[src/rtl/dma_bus_arbiter.sv]
// Shared memory bus arbiter for CPU, HDMA/GDMA and OAM DMA.
// Each DMA byte becomes a read-capture-write sequence; the CPU passes through when idle.
module dma_bus_arbiter #(
  parameter logic [15:0] OAM_BASE = 16'hFE00,
  parameter logic [7:0]  OAM_LEN  = 8'd160
) (
  input  logic        clk,
  input  logic        reset,
  input  logic        hdma_rd,
  input  logic        hdma_active,
  input  logic [15:0] hdma_src,
  input  logic [15:0] hdma_dst,
  input  logic        odma_req,
  input  logic [15:0] odma_src,
  input  logic [7:0]  odma_idx,
  input  logic [15:0] cpu_addr,
  input  logic        cpu_rd,
  input  logic        cpu_wr,
  input  logic [7:0]  cpu_wdata,
  output logic [7:0]  cpu_rdata,
  output logic        cpu_stall,
  output logic [15:0] mem_addr,
  output logic        mem_rd,
  output logic        mem_wr,
  output logic [7:0]  mem_wdata,
  input  logic [7:0]  mem_rdata,
  output logic [1:0]  grant,
  output logic        hdma_ack,
  output logic        odma_ack
);

  typedef enum logic [1:0] {IDLE, RD, CAP, WR} state_t;
  typedef enum logic [1:0] {SEL_CPU = 2'd0, SEL_HDMA = 2'd1, SEL_OAM = 2'd2} sel_t;

  state_t      state;
  sel_t        src_sel;
  logic [15:0] src_q, dst_q, hlast_q, olast_q;
  logic [7:0]  data_q;
  logic        hv_q, ov_q;

  logic hdma_pend, odma_pend, dma_start, oam_hit, oam_blk, cpu_acc;

  // A byte is new when its source address differs from the last one serviced.
  assign hdma_pend = hdma_rd  && (!hv_q || (hdma_src != hlast_q));
  assign odma_pend = odma_req && (!ov_q || (odma_src != olast_q));
  assign dma_start = (state == IDLE) && (hdma_pend || odma_pend);

  assign oam_hit = ({1'b0, cpu_addr} >= {1'b0, OAM_BASE}) &&
                   ({1'b0, cpu_addr} <  ({1'b0, OAM_BASE} + {9'd0, OAM_LEN}));
  assign oam_blk = odma_req && oam_hit;
  assign cpu_acc = (cpu_rd || cpu_wr) && !oam_blk;

  assign cpu_stall = hdma_active || (cpu_acc && ((state != IDLE) || dma_start));
  assign cpu_rdata = (oam_blk && cpu_rd) ? 8'hFF : mem_rdata;
  assign grant     = (state == IDLE) ? 2'd0 : src_sel;

  always_comb begin
    // NOTE: every output gets a default first so no path leaves one unassigned (no latches).
    mem_addr  = cpu_addr;
    mem_rd    = 1'b0;
    mem_wr    = 1'b0;
    mem_wdata = cpu_wdata;
    case (state)
      IDLE: if (!dma_start) begin
        mem_rd = cpu_rd;
        mem_wr = cpu_wr && !oam_blk;
      end
      RD: begin
        mem_addr = src_q;
        mem_rd   = 1'b1;
      end
      CAP: mem_addr = src_q;
      WR: begin
        mem_addr  = dst_q;
        mem_wr    = 1'b1;
        mem_wdata = data_q;
      end
    endcase
  end

  always_ff @(posedge clk) begin
    // NOTE: non-blocking assignments so every register samples pre-edge values.
    if (reset) begin
      state    <= IDLE;
      src_sel  <= SEL_CPU;
      src_q    <= 16'h0000;
      dst_q    <= 16'h0000;
      data_q   <= 8'h00;
      hlast_q  <= 16'h0000;
      olast_q  <= 16'h0000;
      hv_q     <= 1'b0;
      ov_q     <= 1'b0;
      hdma_ack <= 1'b0;
      odma_ack <= 1'b0;
    end else begin
      hdma_ack <= 1'b0;
      odma_ack <= 1'b0;
      case (state)
        IDLE: begin
          if (hdma_pend) begin
            src_q   <= hdma_src;
            dst_q   <= hdma_dst;
            src_sel <= SEL_HDMA;
            state   <= RD;
          end else if (odma_pend) begin
            src_q   <= odma_src;
            dst_q   <= OAM_BASE + {8'h00, odma_idx};
            src_sel <= SEL_OAM;
            state   <= RD;
          end
        end
        RD: state <= CAP;
        CAP: begin
          data_q <= mem_rdata;
          state  <= WR;
          // Ack is registered so it is high exactly during the WR cycle.
          if (src_sel == SEL_HDMA) hdma_ack <= 1'b1;
          else                     odma_ack <= 1'b1;
        end
        WR: begin
          state <= IDLE;
          if (src_sel == SEL_HDMA) begin
            hlast_q <= src_q;
            hv_q    <= 1'b1;
          end else begin
            olast_q <= src_q;
            ov_q    <= 1'b1;
          end
        end
      endcase
      // A dropped request forgets its last address so the same byte can be re-sent.
      if (!hdma_rd)  hv_q <= 1'b0;
      if (!odma_req) ov_q <= 1'b0;
    end
  end

endmodule

[config.mk]
export PLATFORM = sky130hd
export DESIGN_NAME = dma_bus_arbiter
export DESIGN_NICKNAME = d
export VERILOG_FILES = /design/src/rtl/dma_bus_arbiter.sv
export SDC_FILE = /design/constraint.sdc
export NUM_CORES = 1
export LEC_CHECK = 0
export BUFFER_PORTS_ARGS = -buffer_cell sky130_fd_sc_hd__buf_4
export CAP_MARGIN = 20
export CORE_MARGIN = 8
export CORE_UTILIZATION = 51
export CTS_CLUSTER_SIZE = 14
export DETAILED_ROUTE_END_ITERATION = 6
export HOLD_SLACK_MARGIN = 0.12
export PLACE_DENSITY = 0.83
export SYNTH_ARGS = -nofsm -noshare
export SYNTH_HDL_FRONTEND = slang
export SYNTH_SLANG_ARGS = --single-unit
[constraint.sdc]
create_clock -name clk -period 2.4 [get_ports clk]
set_clock_uncertainty 0.1 [all_clocks]
set_input_delay 0.36 -clock clk [delete_from_list [all_inputs] [get_ports clk]]
set_output_delay 0.36 -clock clk [all_outputs]
set_load 0.02 [all_outputs]
==> results.md <==
* Status: finished, violations left
* Failing checks: negative setup slack
* Initial antenna violation count at 0
* Fraction of layout cells with a size suffix above 1 at 0.3377
* XOR/XNOR Fraction of Synth Area at 0.06965
* Die area at 10990 µm²
* Power consumption at 5.349 mW
* Met2 WL at 6519 µm
* RSZ-0062 raised after global routing: yes
* CTS max path bufs at 2
* Die Y at 104.8 µm
* Layout area overhead at 37.69%
* Dominant combinational cell family by area after synthesis: compound AO/OA/AOI/OAI gates
* CP Max Fanout at 3
* H-tree depth at 3
* Via count at 4011
* Yosys top cell by area: dfxtp_1
* Peak VDD IR at 0.0009543 V
* Final setup viols at 3
* Synth async-reset ratio at 0
* Worst hold endpoint: data_q[4]
* Leak at 2.328 nW
* Mux cell area share after synthesis at 0.1045
* Synth Area in Compound Gates at 0.1891
* Top layer in use: met4
* CTS buffer count at 9
* Mapped Area at 4024 µm²
* DRT met1 WL at 5186 µm
* FF-to-FF setup slack at 0.12 ns
* Worst-Margin Slew at 0.6679 ns
* Global-route wire length before repair at 20850 µm
* Worst setup SP type: register
* Sequential-to-total area share from yosys stat at 0.3980
* Core ar. at 7687 µm²
* Routed WL at 13100 µm
* Setup_tns at -0.5080 ns
* Yosys reg bits at 80
* Rows at 32
* Fin. max-slew vios at 0
* Half-perimeter wire length after placement at 9843 µm
* Overall Global Routing Usage at 0.2324
* 1st-iter DRT viols at 215
* DRC at 0
* Top post-synthesis cells by area: dfxtp_1 40%, nand2_1 8.3%, mux2i_1 8.2%
* Via density per instance at 5.657
* Final ANT Viol Nets at 0
* Max cap viols at 0
* Post-synth EDFFs at 0
* Reg-to-reg startpoint: olast_q[4]
* Fin crit share at 1.080
* CP endpoint kind: output pin
* Post-route setup slack at -0.1930 ns
* Met3 wire length at 1249 µm
* FF-to-FF path depth at 9
* Die width at 104.8 µm
* Initial Util at 0.5234
* Fmax at 0.3856 GHz
* Ys flop type: dfxtp_1
* Post-route minimum period at 2.593 ns
* Relative slew margins at 0.5536
* CTS tree: built
* Ant diodes at 0
* Total gr overflow at 0
* Count leader, synth: nand2_1
* Min-delay src: mem_rdata[4]
* Synth Net Count at 568
* Root Driver: clkbuf_8
* Arr. time, crit path at 2.13 ns
* Syn_area_per_cell at 8.580 µm²
* Post-Synth Adder-Cell Area at 0.01244
* Ports at 134
* PwrDens at 965.5 nW/µm²
* Crit Path Category: reg2out
* NumNets Final at 701
* Req. time, crit path at 1.94 ns
* Area share of the largest cell type after synthesis at 0.3980
* WHS Path Cells at 3
* Worst hold path type: in2reg
* Clk_lat worst skew at 0.35 ns
* Placer Congestion at 0.7976
* Top cells by count, synth: 89 x nand2_1, 80 x dfxtp_1, 34 x a21oi_1
* Clk slew on worst S/H paths at 0.09 ns
* Number of distinct library cells after synthesis at 40
* Largest net degree at the start of global routing at 42
* TritonCTS Sinks at 80
* Synthesized-area fraction occupied by and/or/nand/nor cells at 0.1772
* Vias in the first global route at 4215
* DR WL/cell at 18.48 µm
* Crit Reg-Reg Endpoint: src_q[13]
* Port bufs at 133
* TritonRoute pass-1 iters at 4
* Post-synthesis cell count at 469
* Yosys Warn Count at 0
* Final hold violation count at 0
-- worst max-delay path, cell delays in order, from the launching register on --
cell and delay, ns:
dfxtp_4 0.37, xor2_2 0.14, nor4_2 0.32, nand4_1 0.24
o21ai_2 0.24, nand3_2 0.13, a21o_1 0.20, buf_6 0.13
-- area by class of cell --
cell class | instances | area, µm²
Fill cell | 616 | 2147
Timing Repair Buffer | 157 | 1260
Clock buffer | 10 | 127.6
Sequential cell | 80 | 1609
Multi-Input combinational cell | 348 | 2303
Clock inverter | 6 | 90.09
Inverter | 6 | 22.52
Tap cell | 102 | 127.6
-- repair_timing --
action	in CTS	in global routing
hold buffers	0	0
endpoints found under the hold margin	0	0
gates resized for setup	13	8
cloned	0	0
buffers inserted	2	0
endpoints found under the setup margin	3	16
pin swaps	12	10
-- cells by family after synthesis --
| kind of cell | count (synthesis) |
|---|---|
| AOI/OAI and AO/OA | 111 |
| xor gates and xnor gates | 32 |
| adders and majority gates | 4 |
| buffers and inverters | 41 |
| DFF | 80 |
| muxes | 41 |
| and+or+nand+nor | 160 |
-- state kept, by name, indices dropped and copies added, names as in the netlist --
name,flops
olast_q,16
src_q,16
state,2
dst_q,16
hv_q,1
hdma_ack,1
data_q,8
odma_ack,1
ov_q,1
hlast_q,16
src_sel,2
-- metal layers --
metal  global-route usage  vias up
met1               0.2519     1905
met5                    0        -
li1                     -     1914
met2               0.4122      180
met4              0.05708        0
met3              0.09337       12
-- layout by cell type (no fill, tap or decap), drive strengths merged --
| cell type | n |
|---|---|
| o22ai | 1 |
| mux2i | 33 |
| nor4 | 4 |
| nand4b | 1 |
| xnor2 | 17 |
| xor2 | 15 |
| nand4 | 5 |
| a21o | 2 |
| o21ai | 20 |
| mux2 | 8 |
| o211a | 2 |
| or3b | 1 |
| a41o | 1 |
| nand2 | 89 |
| a211oi | 25 |
| nor2 | 16 |
| a41oi | 1 |
| bufinv | 2 |
| o221a | 7 |
| nand3 | 2 |
| nor2b | 3 |
| ha | 4 |
| clkbuf | 10 |
| dfxtp | 80 |
| nand2b | 9 |
| nor3 | 28 |
| inv | 8 |
| and2 | 1 |
| a211o | 1 |
| a21oi | 35 |
| a22oi | 16 |
| clkinv | 2 |
| nand3b | 1 |
| buf | 157 |
-- through the flow --
step / cells / utilization / cell area [µm²] / hold WS (ns) / setup slack, ns
after floorplan: 469 / - / 4030 / 0.3481 / 0.07950
after global placement: 691 / 0.6776 / 5209 / 0.3539 / -0.02617
after detailed placement: 691 / 0.6776 / 5209 / 0.3625 / 0.005514
after CTS: 709 / 0.7158 / 5503 / 0.1416 / -0.1643
after global routing: 709 / 0.7207 / 5540 / 0.1401 / -0.2775
final: 709 / 0.7207 / 5540 / 0.1533 / -0.1930
-- how the worst max path moves through the flow --
stage / depth (start not counted) / startpoint / end
after floorplan: 6 / state[1] / mem_addr[10]
after global placement: 8 / odma_src[3] / cpu_stall
after detailed placement: 8 / odma_src[0] / cpu_stall
after CTS: 7 / olast_q[2] / cpu_stall
after global routing: 7 / olast_q[4] / cpu_stall
final: 7 / olast_q[4] / cpu_stall
-- power by group --
part / internal, mW / switching (mW) / leakage [nW]
registers: 1.59 / 0.237 / 0.657
clock network: 0.594 / 0.496 / 0.113
logic: 1.04 / 1.39 / 1.56
(Power assumes the default switching activity.)
